File: config.mk
export PLATFORM = sky130hd
export DESIGN_NAME = hot_event_dispatcher
export DESIGN_NICKNAME = d
export VERILOG_FILES = /design/src/rtl/hot_event_dispatcher_pkg.sv /design/src/rtl/priority_encoder_13bit.sv /design/src/rtl/hot_event_dispatcher.sv
export SDC_FILE = /design/constraint.sdc
export NUM_CORES = 1
export LEC_CHECK = 0
export BUFFER_PORTS_ARGS = -buffer_cell sky130_fd_sc_hd__buf_4
export CORE_UTILIZATION = 35
export DETAILED_ROUTE_END_ITERATION = 16
export SYNTH_ARGS = -nofsm -noshare
export SYNTH_HDL_FRONTEND = slang
export SYNTH_SLANG_ARGS = --single-unit
File: constraint.sdc
create_clock -name clk_i -period 2.6 [get_ports clk_i]
set_clock_uncertainty 0.05 [all_clocks]
set_input_delay 0.78 -clock clk_i [delete_from_list [all_inputs] [get_ports clk_i]]
set_output_delay 0.78 -clock clk_i [all_outputs]
set_load 0.005 [all_outputs]
File: src/rtl/hot_event_dispatcher_pkg.sv
// Shared widths and helpers for the hot event dispatcher and its encoder.
package hot_event_dispatcher_pkg;

    localparam int unsigned N_EVT = 13;
    localparam int unsigned IDX_W = 4;

    function automatic logic [N_EVT-1:0] idx_to_onehot(input logic [IDX_W-1:0] idx);
        logic [N_EVT-1:0] vec;
        vec = '0;
        for (int unsigned i = 0; i < N_EVT; i++) begin
            if (idx == IDX_W'(i)) vec[i] = 1'b1;
        end
        return vec;
    endfunction

endpackage

File: src/rtl/priority_encoder_13bit.sv
// Fixed-priority encoder: reports the lowest set bit of a 13-bit vector.
module priority_encoder_13bit
    import hot_event_dispatcher_pkg::*;
(
    input  logic [N_EVT-1:0] vec_i,
    output logic [IDX_W-1:0] idx_o,
    output logic             valid_o
);

    always_comb begin
        idx_o   = '0;
        valid_o = |vec_i;
        // Scan downwards so the lowest set bit is the final assignment.
        for (int i = N_EVT - 1; i >= 0; i--) begin
            if (vec_i[i]) idx_o = IDX_W'(i);
        end
    end

endmodule

File: src/rtl/hot_event_dispatcher.sv
// Captures event pulses into a pending register and dispatches the lowest
// eligible index through a registered valid/ready output stage.
module hot_event_dispatcher
    import hot_event_dispatcher_pkg::*;
(
    input  logic             clk_i,
    input  logic             rst_ni,
    input  logic [N_EVT-1:0] evt_i,
    input  logic [N_EVT-1:0] evt_mask_i,
    input  logic             flush_i,
    input  logic             ready_i,
    output logic [IDX_W-1:0] idx_o,
    output logic             valid_o,
    output logic [N_EVT-1:0] pending_o,
    output logic             overflow_o,
    input  logic             overflow_clr_i
);

    logic [N_EVT-1:0] pending_q, pending_d;
    logic [IDX_W-1:0] idx_q, idx_d;
    logic             valid_q, valid_d;
    logic             overflow_q, overflow_d;

    logic [N_EVT-1:0] sel_vec;
    logic [N_EVT-1:0] clr_mask;
    logic [IDX_W-1:0] enc_idx;
    logic             enc_valid;
    logic             load;

    assign sel_vec = pending_q & evt_mask_i;

    priority_encoder_13bit u_enc (
        .vec_i   (sel_vec),
        .idx_o   (enc_idx),
        .valid_o (enc_valid)
    );

    assign load     = enc_valid & (~valid_q | ready_i);
    assign clr_mask = load ? idx_to_onehot(enc_idx) : '0;

    always_comb begin
        pending_d  = pending_q;
        idx_d      = idx_q;
        valid_d    = valid_q;
        overflow_d = overflow_q;

        if (flush_i) begin
            pending_d = '0;
            valid_d   = 1'b0;
        end else begin
            // A fresh event on the bit being dispatched re-arms it; not an overflow.
            pending_d = (pending_q & ~clr_mask) | evt_i;
            if (|(evt_i & pending_q & ~clr_mask)) overflow_d = 1'b1;
            if (load) begin
                idx_d   = enc_idx;
                valid_d = 1'b1;
            end else if (valid_q && ready_i) begin
                valid_d = 1'b0;
            end
        end

        if (overflow_clr_i) overflow_d = 1'b0;
    end

    always_ff @(posedge clk_i or negedge rst_ni) begin
        if (!rst_ni) begin
            pending_q  <= '0;
            idx_q      <= '0;
            valid_q    <= 1'b0;
            overflow_q <= 1'b0;
        end else begin
            pending_q  <= pending_d;
            idx_q      <= idx_d;
            valid_q    <= valid_d;
            overflow_q <= overflow_d;
        end
    end

    assign pending_o  = pending_q;
    assign idx_o      = idx_q;
    assign valid_o    = valid_q;
    assign overflow_o = overflow_q;

endmodule
==> results_dict.tcl <==
set metrics [dict create \
    period_minus_slack_ns 2.41 \
    internal-power_mw 0.569 \
    synth_nets 178 \
    clk_latency_ns 0.29 \
    vdd_drop_max_mv 0.290 \
    r2r_end "overflow_o" \
    status "completed" \
    cts_max_level 1 \
    switching_share_pct 32.3 \
    cts-root-buf "clkbuf_4" \
    clock_power_share_pct 18.0 \
    cp.arrival_ns 2.55 \
    initial_core_util_pct 38.4 \
    pwr-share-comb_pct 39.0 \
    cap_violations 0 \
    r2r_setup_slack_ns 0.30 \
    die_h_um 60.8 \
    dpl_cell_area_mm2 0.00178 \
    cts_hold_buf 0 \
    slew_headroom_pct 70.7 \
    drive_gt1_share_pct 39.7 \
    final_nets 251 \
    synth_area_mm2 0.00121 \
    fin_crit_sh_pct 92.7 \
    port_buffers 49 \
    cts_resized 0 \
    vias 1357 \
    dr.first_iter.drc_count 67 \
    crit_path_start_kind "input port" \
    hold_violations 0 \
    rsz0062_at_grt "no" \
    synth_cells 147 \
    totalWireLength_um 3690 \
    hold_path_class "input port to asynchronous set/reset pin" \
    routabilityCongestion 0.826 \
    powerDensity_mw_per_mm2 464 \
    drc 0 \
    area_growth_pct 49.6 \
    grt-ovfl-total 0 \
    yosys_warnings 0 \
    clkTransAtPathRegs_ns 0.11 \
    die_w_um 60.8 \
    end_kind "register" \
    ys_ff_latch 19 \
    whs_ns 0.289 \
    ctsLongestPathBuffers 2 \
    dpl.hpwl_um 2960 \
    grt_pass1_vias 1322 \
    boundaryPins 50 \
    p_sw_mw 0.271 \
    grtUsageTotal_pct 22.5 \
    grt_first_pass_wirelength_um 6020 \
    grt_start_max_net_pins 20 \
    post_cts_buffers 0 \
    final-seq-area_um2 475 \
    power.total_mw 0.840 \
    viasPerCell 5.16 \
    cts_sinks 19 \
    r2r-start "pending_o[0]" \
    worst_pin_slew_ns 0.438 \
    die-area_mm2 0.00370 \
    reg2reg_depth 7 \
    n_antenna_cell 0 \
    crit_type "input port to register" \
    worstPathRequired_ns 2.74 \
    report.final.slew_viol_count 0 \
    multi_input_area_um2 706 \
    power_leakage_nw 0.867 \
    core_area_mm2 0.00315 \
    ant_nets 0 \
    rows 20 \
    final_area_mm2 0.00181 \
    fmax_ghz 0.415 \
    antenna_found_initial 0 \
    seq_power_share_pct 43.0 \
    cp_max_fo 4 \
    wl_per_cell_um 14.0 \
    ys_types 39 \
    postSynthAreaPerCell_um2 8.23 \
    firstDrtPassIters 4 \
    final.fill_count 316 \
    cts_tree "done" \
    synth-seq-area-share_pct 39.3 \
    setup_violations 0 \
    numCtsBuffers 3 \
]
layout make-up:
type / instances / area share (%)
timing repair buffer: 71 / 29.4
tap: 44 / 3.04
multi-input combinational: 121 / 39.0
sequential: 19 / 26.3
clock buffer: 4 / 1.45
inverter: 4 / 0.829
critical path, cell delays in order:
cell	delay (ns)
buf_4	0.12
a22o_4	0.25
a221oi_4	0.27
nand3_2	0.15
buf_4	0.16
o311ai_0	0.32
o211ai_1	0.17
o41a_1	0.33
state kept, by name, indices dropped and copies added, names as in the netlist:
register and flops:
idx_o 4, overflow_o 1, pending_o 13, valid_o 1
metrics by stage:
stage / setup WS (ns) / setup TNS [ns] / std cells / util (%)
floorplan: 0.0957 / 0 / 147 / -
global placement: -0.0843 / -0.0843 / 259 / 56.6
detailed placement: -0.113 / -0.113 / 259 / 56.6
CTS: 0.196 / 0 / 263 / 57.4
global route: 0.0402 / 0 / 263 / 57.4
finish: 0.191 / 0 / 263 / 57.4
cells by family (layout without fill, tap and decap cells):
kind of cell | Yosys count | after routing | synth area share, %
DFF | 19 | 19 | 39.3
muxes | 3 | 3 | 2.79
and+or+nand+nor | 69 | 69 | 25.9
buffers and inverters | 7 | 79 | 2.38
AOI/OAI and AO/OA | 49 | 49 | 29.7
metal layers:
layer  track usage (%)  wire length (um)
met1              30.8              1680
met2              36.1              1770
met3              2.13               166
met4              10.1                70
met5                 0                 0
worst max-delay path by stage:
stage / start / to / depth (start not counted)
floorplan: evt_mask_i[7] / overflow_o / 6
global placement: evt_mask_i[7] / overflow_o / 9
detailed placement: evt_mask_i[0] / overflow_o / 8
CTS: evt_mask_i[7] / overflow_o / 8
global route: evt_mask_i[0] / overflow_o / 8
finish: evt_mask_i[7] / overflow_o / 8
cells in the mapped netlist:
| cell | count | area share (%) |
|---|---|---|
| a22oi_1 | 4 | 2.5 |
| nand3_2 | 1 | 0.83 |
| o21ai_0 | 2 | 0.83 |
| a22o_4 | 1 | 1.4 |
| o311a_1 | 1 | 0.83 |
| buf_2 | 1 | 0.41 |
| nor2_1 | 20 | 6.2 |
| a31oi_1 | 3 | 1.6 |
| a22o_1 | 2 | 1.4 |
| nand2b_1 | 2 | 1.0 |
| o41a_1 | 1 | 0.93 |
| a32o_1 | 1 | 0.83 |
| or3_1 | 2 | 1.0 |
| o311ai_0 | 2 | 1.4 |
| a31o_2 | 1 | 0.72 |
| a211oi_1 | 2 | 1.2 |
| nand2_1 | 28 | 8.7 |
| a221oi_4 | 1 | 2.2 |
| nor3_1 | 1 | 0.41 |
| a21boi_0 | 1 | 0.62 |
| nor4_1 | 2 | 1.0 |
| clkbuf_1 | 1 | 0.31 |
| inv_1 | 4 | 1.2 |
| and2_2 | 2 | 1.2 |
| nand3_1 | 7 | 2.9 |
| o31a_1 | 1 | 0.72 |
| o41ai_1 | 1 | 0.72 |
| a211o_1 | 1 | 0.72 |
| dfrtp_1 | 19 | 39 |
| nand2_2 | 1 | 0.52 |
| mux2_2 | 3 | 2.8 |
| a21oi_1 | 20 | 8.3 |
| o211ai_1 | 2 | 1.2 |
| nor3_2 | 1 | 0.83 |
| a22o_2 | 1 | 0.83 |
| nor2b_1 | 1 | 0.52 |
| and3_2 | 1 | 0.62 |
| clkbuf_2 | 1 | 0.41 |
| a21o_1 | 1 | 0.62 |
power groups by stage:
stage | registers, mW | clock network (mW) | logic, mW
floorplan | 0.365 | 0 | 0.138
global placement | 0.366 | 0 | 0.326
detailed placement | 0.367 | 0 | 0.327
CTS | 0.362 | 0.158 | 0.330
global route | 0.367 | 0.170 | 0.364
finish | 0.362 | 0.151 | 0.327
placed cells by master (no fill, tap or decap), drive strengths merged, types with 3 or more instances in the layout:
master	count
a22o	4
buf	71
a31oi	3
nand3	8
nor2	20
dfrtp	19
mux2	3
clkbuf	4
a21oi	20
a22oi	4
inv	4
nand2	29
No activity file was read; power rests on OpenSTA's default activity.
